**config.mk**
```make
export PLATFORM = sky130hd
export DESIGN_NAME = nf_rule_merge_avlstrm
export DESIGN_NICKNAME = d
export VERILOG_FILES = /design/src/rtl/nf_rule_merge_avlstrm.sv
export SDC_FILE = /design/constraint.sdc
export NUM_CORES = 1
export LEC_CHECK = 0
export ABC_AREA = 1
export CAP_MARGIN = 40
export CORE_AREA = 8 8 754 756
export CTS_BUF_LIST = sky130_fd_sc_hd__clkbuf_8
export DETAILED_ROUTE_END_ITERATION = 7
export DIE_AREA = 0 0 762 764
export PLACE_DENSITY_LB_ADDON = 0.1
export SLEW_MARGIN = 20
export SYNTH_ARGS = -nofsm -noshare
export SYNTH_HDL_FRONTEND = slang
export SYNTH_SLANG_ARGS = --single-unit
```
**constraint.sdc**
```tcl
create_clock -name Clk -period 13.7 [get_ports Clk]
set_input_delay 4.11 -clock Clk [delete_from_list [all_inputs] [get_ports Clk]]
set_output_delay 4.11 -clock Clk [all_outputs]
set_load 0.02 [all_outputs]
```
**src/rtl/nf_rule_merge_avlstrm.sv**
```systemverilog
// Rule-ID merge stage: tallies non-zero rule IDs per packet, drops rule-less packets,
// forwards {rule_cnt, meta} then the packet. Rule lane i is data[i*RULE_W +: RULE_W].
`timescale 1ns/1ps
module nf_rule_merge_avlstrm #(
    parameter int DATA_W = 512,
    parameter int META_W = 128,
    parameter int RULE_W = 16,
    parameter int CNT_W  = 16
) (
    input  logic                      Clk,
    input  logic                      Rst,
    input  logic [META_W-1:0]         in_meta_data,
    input  logic                      in_meta_valid,
    output logic                      in_meta_ready,
    input  logic [DATA_W-1:0]         in_rule_data,
    input  logic                      in_rule_valid,
    input  logic                      in_rule_sop,
    input  logic                      in_rule_eop,
    input  logic [5:0]                in_rule_empty,
    output logic                      in_rule_ready,
    input  logic [DATA_W-1:0]         in_pkt_data,
    input  logic                      in_pkt_valid,
    input  logic                      in_pkt_sop,
    input  logic                      in_pkt_eop,
    input  logic [5:0]                in_pkt_empty,
    output logic                      in_pkt_ready,
    output logic [META_W+CNT_W-1:0]   out_meta_data,
    output logic                      out_meta_valid,
    input  logic                      out_meta_ready,
    output logic [DATA_W-1:0]         out_pkt_data,
    output logic                      out_pkt_valid,
    output logic                      out_pkt_sop,
    output logic                      out_pkt_eop,
    output logic [5:0]                out_pkt_empty,
    input  logic                      out_pkt_ready,
    output logic [31:0]               stats_fwd_pkt,
    output logic [31:0]               stats_drop_pkt,
    output logic [31:0]               stats_rule
);

    localparam int LANES = DATA_W / RULE_W;

    typedef enum logic [2:0] {IDLE, RULE, META, FWD, DROP} state_t;

    state_t              state;
    logic                meta_rdy, rule_rdy, meta_vld, fwd_q, drop_q;
    logic [META_W-1:0]   meta_q;
    logic [CNT_W-1:0]    rule_cnt;
    logic [6:0]          lane_lim;
    logic [5:0]          pop;
    logic [CNT_W-1:0]    cnt_base, cnt_nxt;
    logic [CNT_W:0]      sum;
    logic                meta_acc, rule_acc, pkt_end;

    // A sop beat restarts the tally; a missing first sop is harmless since
    // rule_cnt is already cleared when the metadata beat is taken.
    always_comb begin
        lane_lim = (7'd64 - {1'b0, in_rule_empty}) >> 1;
        pop = '0;
        for (int i = 0; i < LANES; i++) begin
            if (in_rule_data[i*RULE_W +: RULE_W] != '0 &&
                (!in_rule_eop || 7'(i) < lane_lim))
                pop = pop + 6'd1;
        end
        cnt_base = in_rule_sop ? '0 : rule_cnt;
        sum = {1'b0, cnt_base} + {{(CNT_W-5){1'b0}}, pop};
        cnt_nxt = sum[CNT_W] ? '1 : sum[CNT_W-1:0];
    end

    assign meta_acc = in_meta_valid & meta_rdy;
    assign rule_acc = in_rule_valid & rule_rdy;
    assign pkt_end  = in_pkt_valid & in_pkt_ready & in_pkt_eop;

    assign in_meta_ready  = meta_rdy;
    assign in_rule_ready  = rule_rdy;
    assign out_meta_valid = meta_vld;
    assign out_meta_data  = {rule_cnt, meta_q};
    assign in_pkt_ready   = drop_q | (fwd_q & out_pkt_ready);
    assign out_pkt_valid  = fwd_q & in_pkt_valid;
    assign out_pkt_sop    = fwd_q & in_pkt_sop;
    assign out_pkt_eop    = fwd_q & in_pkt_eop;
    assign out_pkt_data   = in_pkt_data;
    assign out_pkt_empty  = in_pkt_empty;

    always_ff @(posedge Clk or posedge Rst) begin
        if (Rst) begin
            state          <= IDLE;
            meta_rdy       <= 1'b0;
            rule_rdy       <= 1'b0;
            meta_vld       <= 1'b0;
            fwd_q          <= 1'b0;
            drop_q         <= 1'b0;
            meta_q         <= '0;
            rule_cnt       <= '0;
            stats_fwd_pkt  <= '0;
            stats_drop_pkt <= '0;
            stats_rule     <= '0;
        end else begin
            unique case (state)
                IDLE: begin
                    meta_rdy <= 1'b1;
                    if (meta_acc) begin
                        meta_q   <= in_meta_data;
                        rule_cnt <= '0;
                        meta_rdy <= 1'b0;
                        rule_rdy <= 1'b1;
                        state    <= RULE;
                    end
                end
                RULE: begin
                    if (rule_acc) begin
                        rule_cnt <= cnt_nxt;
                        if (in_rule_eop) begin
                            rule_rdy <= 1'b0;
                            if (cnt_nxt == '0) begin
                                drop_q <= 1'b1;
                                state  <= DROP;
                            end else begin
                                meta_vld <= 1'b1;
                                state    <= META;
                            end
                        end
                    end
                end
                META: begin
                    if (out_meta_ready) begin
                        meta_vld <= 1'b0;
                        fwd_q    <= 1'b1;
                        state    <= FWD;
                    end
                end
                FWD: begin
                    if (pkt_end) begin
                        stats_fwd_pkt <= stats_fwd_pkt + 32'd1;
                        stats_rule    <= stats_rule + {{(32-CNT_W){1'b0}}, rule_cnt};
                        fwd_q         <= 1'b0;
                        meta_rdy      <= 1'b1;
                        state         <= IDLE;
                    end
                end
                DROP: begin
                    if (pkt_end) begin
                        stats_drop_pkt <= stats_drop_pkt + 32'd1;
                        drop_q         <= 1'b0;
                        meta_rdy       <= 1'b1;
                        state          <= IDLE;
                    end
                end
                default: state <= IDLE;
            endcase
        end
    end

endmodule
```
==> impl_metrics.py <==
metrics = {
    "timing": {
        "relSlewSlack_pct": 46.2,
        "post-route-min-period_ns": 18.58,
        "tns_ns": -90.24,
        "tightest_slew_ns": 0.807,
        "hold_viol": 0,
        "final-max-slew-violation-count": 0,
        "grt_setup_unrepaired": "true",
        "setup_viol": 20,
        "fin_crit_sh_pct": 136,
        "max_freq_ghz": 0.0538,
        "setup_ws_ns": -4.88,
        "final.setup_skew_ns": 0.0563,
    },
    "global_route": {
        "grt_overflow_total": 0,
        "grt_max_degree": 121,
        "grtUsageTotal_pct": 9.74,
        "grt_pass1_wl_um": 354000,
        "antenna_found_initial": 70,
        "grt_pass1_vias": 24300,
    },
    "status": {
        "run_status": "complete, but fails checks",
        "violations": "negative setup slack",
    },
    "clock_tree": {
        "htreeDepth": 2,
        "clk_pin_slew_ns": 0.06,
        "clockBufferDepth": 3,
        "cts_tree": "done",
        "root_buffer": "clkbuf_8",
        "cts_buffers": 57,
        "clock_sinks": 248,
        "postCtsHoldBufs": 0,
        "clk_latency_ns": 0.76,
    },
    "worst_setup_path": {
        "cp_num_buf_inv": 12,
        "start_kind": "input pin",
        "cp_slowest_stage_delay_ns": 0.50,
        "path_delay_family": "adder cells",
        "cp_data_arrival_time_ns": 19.17,
        "worst-setup-path-type": "in2reg",
        "cp_common_cell": "nand2_4",
        "crit_required_ns": 14.29,
        "cp_max_fo": 5,
        "slowest_stage": "clkdlybuf4s50_1",
        "end_kind": "register",
    },
    "layout": {
        "drive_gt1_share_pct": 22.8,
        "fillers": 65300,
        "final_core_util_pct": 7.46,
        "area_growth_pct": 96.2,
        "fin_cells": 11300,
        "final_nets": 5026,
    },
    "job": {
        "maxCapViolations": 0,
    },
    "synthesis": {
        "yosys_warnings": 0,
        "yosysSeqAreaShare_pct": 29.4,
        "ys_types": 45,
        "synth_area_um2": 21100,
        "avgSynthCellArea_um2": 7.16,
        "synthesis.nets": 4185,
        "synth_cells": 2952,
        "ys_seq_elements": 248,
    },
    "power_and_ir_drop": {
        "vdd_drop_max_mv": 0.141,
        "pwr_density_cell_nw_per_um2": 194,
        "p_leak_uw": 0.0160,
    },
    "routing": {
        "ant_nets": 0,
        "drt-initial-drc-count": 864,
        "vias": 22800,
        "route.detailed.drc": 0,
        "drt_pre_antenna_iters": 5,
        "vias_per_cell": 2.01,
        "drt-total-wl_um": 297000,
        "wl_per_cell_um": 26.3,
    },
    "placed_design": {
        "gp_congestion": 0.749,
        "dp_slack_ns": -7.73,
        "dp.cells": 11100,
        "port_buffers": 903,
        "dp_hpwl_um": 275000,
    },
    "die": {
        "io_pins": 1940,
        "die_height_um": 764,
        "die_area_um2": 582000,
        "row_count": 274,
        "core_um2": 556000,
        "die_w_um": 762,
        "initial_core_util_pct": 3.80,
    },
    "min_path": {
        "min_path_type": "reg2reg",
    },
}
-- layer usage --
| metal | vias up | track usage [%] | share of wire, % |
|---|---|---|---|
| met2 | 1630 | 14.7 | 42 |
| met1 | 9995 | 7.03 | 25 |
| met3 | 454 | 12.6 | 28 |
| li1 | 10700 | - | - |
| met5 | - | 0.139 | 0.065 |
| met4 | 20 | 3.87 | 4.8 |
-- registers in the layout, indices dropped and copies added, names as in the netlist --
signal          flops
fwd_q               1
in_meta_ready       1
rule_cnt           16
meta_q            128
in_rule_ready       1
out_meta_valid      1
stats_fwd_pkt      32
stats_drop_pkt     32
state               3
drop_q              1
stats_rule         32
-- report_power, final --
group / total [uW] / switching, uW / internal, uW
sequential: 1140 / 178 / 959
clock: 878 / 430 / 448
combinational: 6030 / 3420 / 2610
total: 8040 / 4020 / 4020
-- cell families after synthesis --
| kind of cell | share of synthesized area, % |
|---|---|
| AND/OR/NAND/NOR | 35.6 |
| multiplexers | 0.0474 |
| AO/OA/AOI/OAI | 3.35 |
| adder cells (fa/ha/maj) | 3.51 |
| XOR/XNOR | 3.73 |
| flip-flops | 29.4 |
| buffers and inverters | 24.4 |
-- cell usage after synthesis, drive strengths merged --
library cell | count | area (um2)
buf | 520 | 3900
dfrtp | 248 | 6210
nand3b | 25 | 199
and3 | 1 | 6.26
nor3b | 1 | 7.51
a21boi | 1 | 7.51
nand4 | 43 | 284
fa | 2 | 40.0
clkinv | 2 | 7.51
nor4 | 127 | 795
or2 | 20 | 125
ha | 56 | 701
xnor2 | 39 | 342
nand3 | 227 | 1430
a21oi | 30 | 150
a211oi | 1 | 7.51
nor2 | 169 | 689
o21ai | 57 | 297
nand2 | 939 | 3860
o21bai | 1 | 7.51
mux2i | 1 | 10.0
o22ai | 7 | 43.8
o21a | 2 | 15.0
a31oi | 12 | 75.1
clkbuf | 37 | 139
inv | 296 | 1110
xor2 | 51 | 447
a41oi | 11 | 96.3
nor3 | 25 | 125
a311oi | 1 | 8.76
-- path summary, 6_finish.rpt --
kind                                    from                 to  slack (ns)  cells past startpoint
max reg2reg                            fwd_q     stats_rule[31]        9.18                     12
max                         in_rule_data[44]             drop_q       -4.88                    121
min reg2reg                stats_fwd_pkt[31]  stats_fwd_pkt[31]        0.47                      1
min in group asynchronous                Rst         meta_q[67]        3.79                      2
max in group asynchronous                Rst        rule_cnt[1]        8.41                      4
min                        stats_fwd_pkt[31]  stats_fwd_pkt[31]        0.47                      1
-- repair_timing --
item,4_1_cts,5_1_grt
buffers inserted,37,7
gates resized for setup,176,70
endpoints found under the setup margin,20,20
pin swaps,96,93
-- layout make-up --
class                           instances  area [um2]  area share (%)
Antenna cell                           25        62.6           0.151
Clock buffer                           68         936            2.26
Clock inverter                         31         151           0.365
Inverter                              298        1140            2.75
Multi-Input combinational cell       1849       11100            26.7
Sequential cell                       248        6210            15.0
Tap cell                             7452        9320            22.5
Timing Repair Buffer                 1339       12600            30.4
-- layout by cell type, fill, tap and decap left out, types with 16 or more instances in the layout --
| master | netlist | routed |
|---|---|---|
| buf_6 | 0 | 30 |
| xor2_1 | 51 | 51 |
| buf_4 | 518 | 392 |
| nand3b_1 | 22 | 22 |
| clkbuf_8 | 0 | 68 |
| nand2_2 | 86 | 86 |
| nand2_4 | 16 | 66 |
| dfrtp_1 | 248 | 248 |
| or2_2 | 18 | 16 |
| diode_2 | 0 | 25 |
| ha_4 | 0 | 33 |
| inv_2 | 5 | 17 |
| nor2_1 | 160 | 150 |
| nand4_1 | 42 | 42 |
| nand3_1 | 173 | 163 |
| nor3_1 | 25 | 20 |
| a21oi_1 | 30 | 23 |
| xnor2_1 | 39 | 39 |
| o21ai_0 | 52 | 28 |
| ha_1 | 56 | 23 |
| clkdlybuf4s50_1 | 0 | 883 |
| nor4_1 | 127 | 113 |
| nand3_2 | 51 | 57 |
| nand2_1 | 837 | 787 |
| inv_1 | 290 | 300 |
-- through the flow --
| stage | hold WS (ns) | area, um2 | power [uW] |
|---|---|---|---|
| finish | 0.469 | 41500 | 8040 |
| global route | 0.490 | 41400 | 8950 |
| CTS | 0.473 | 41100 | 8210 |
| detailed placement | 0.458 | 39100 | 6910 |
| global placement | 0.456 | 39000 | 6940 |
| floorplan | 0.463 | 21500 | 4410 |
Note: power is estimated with default switching activity, not from simulation.
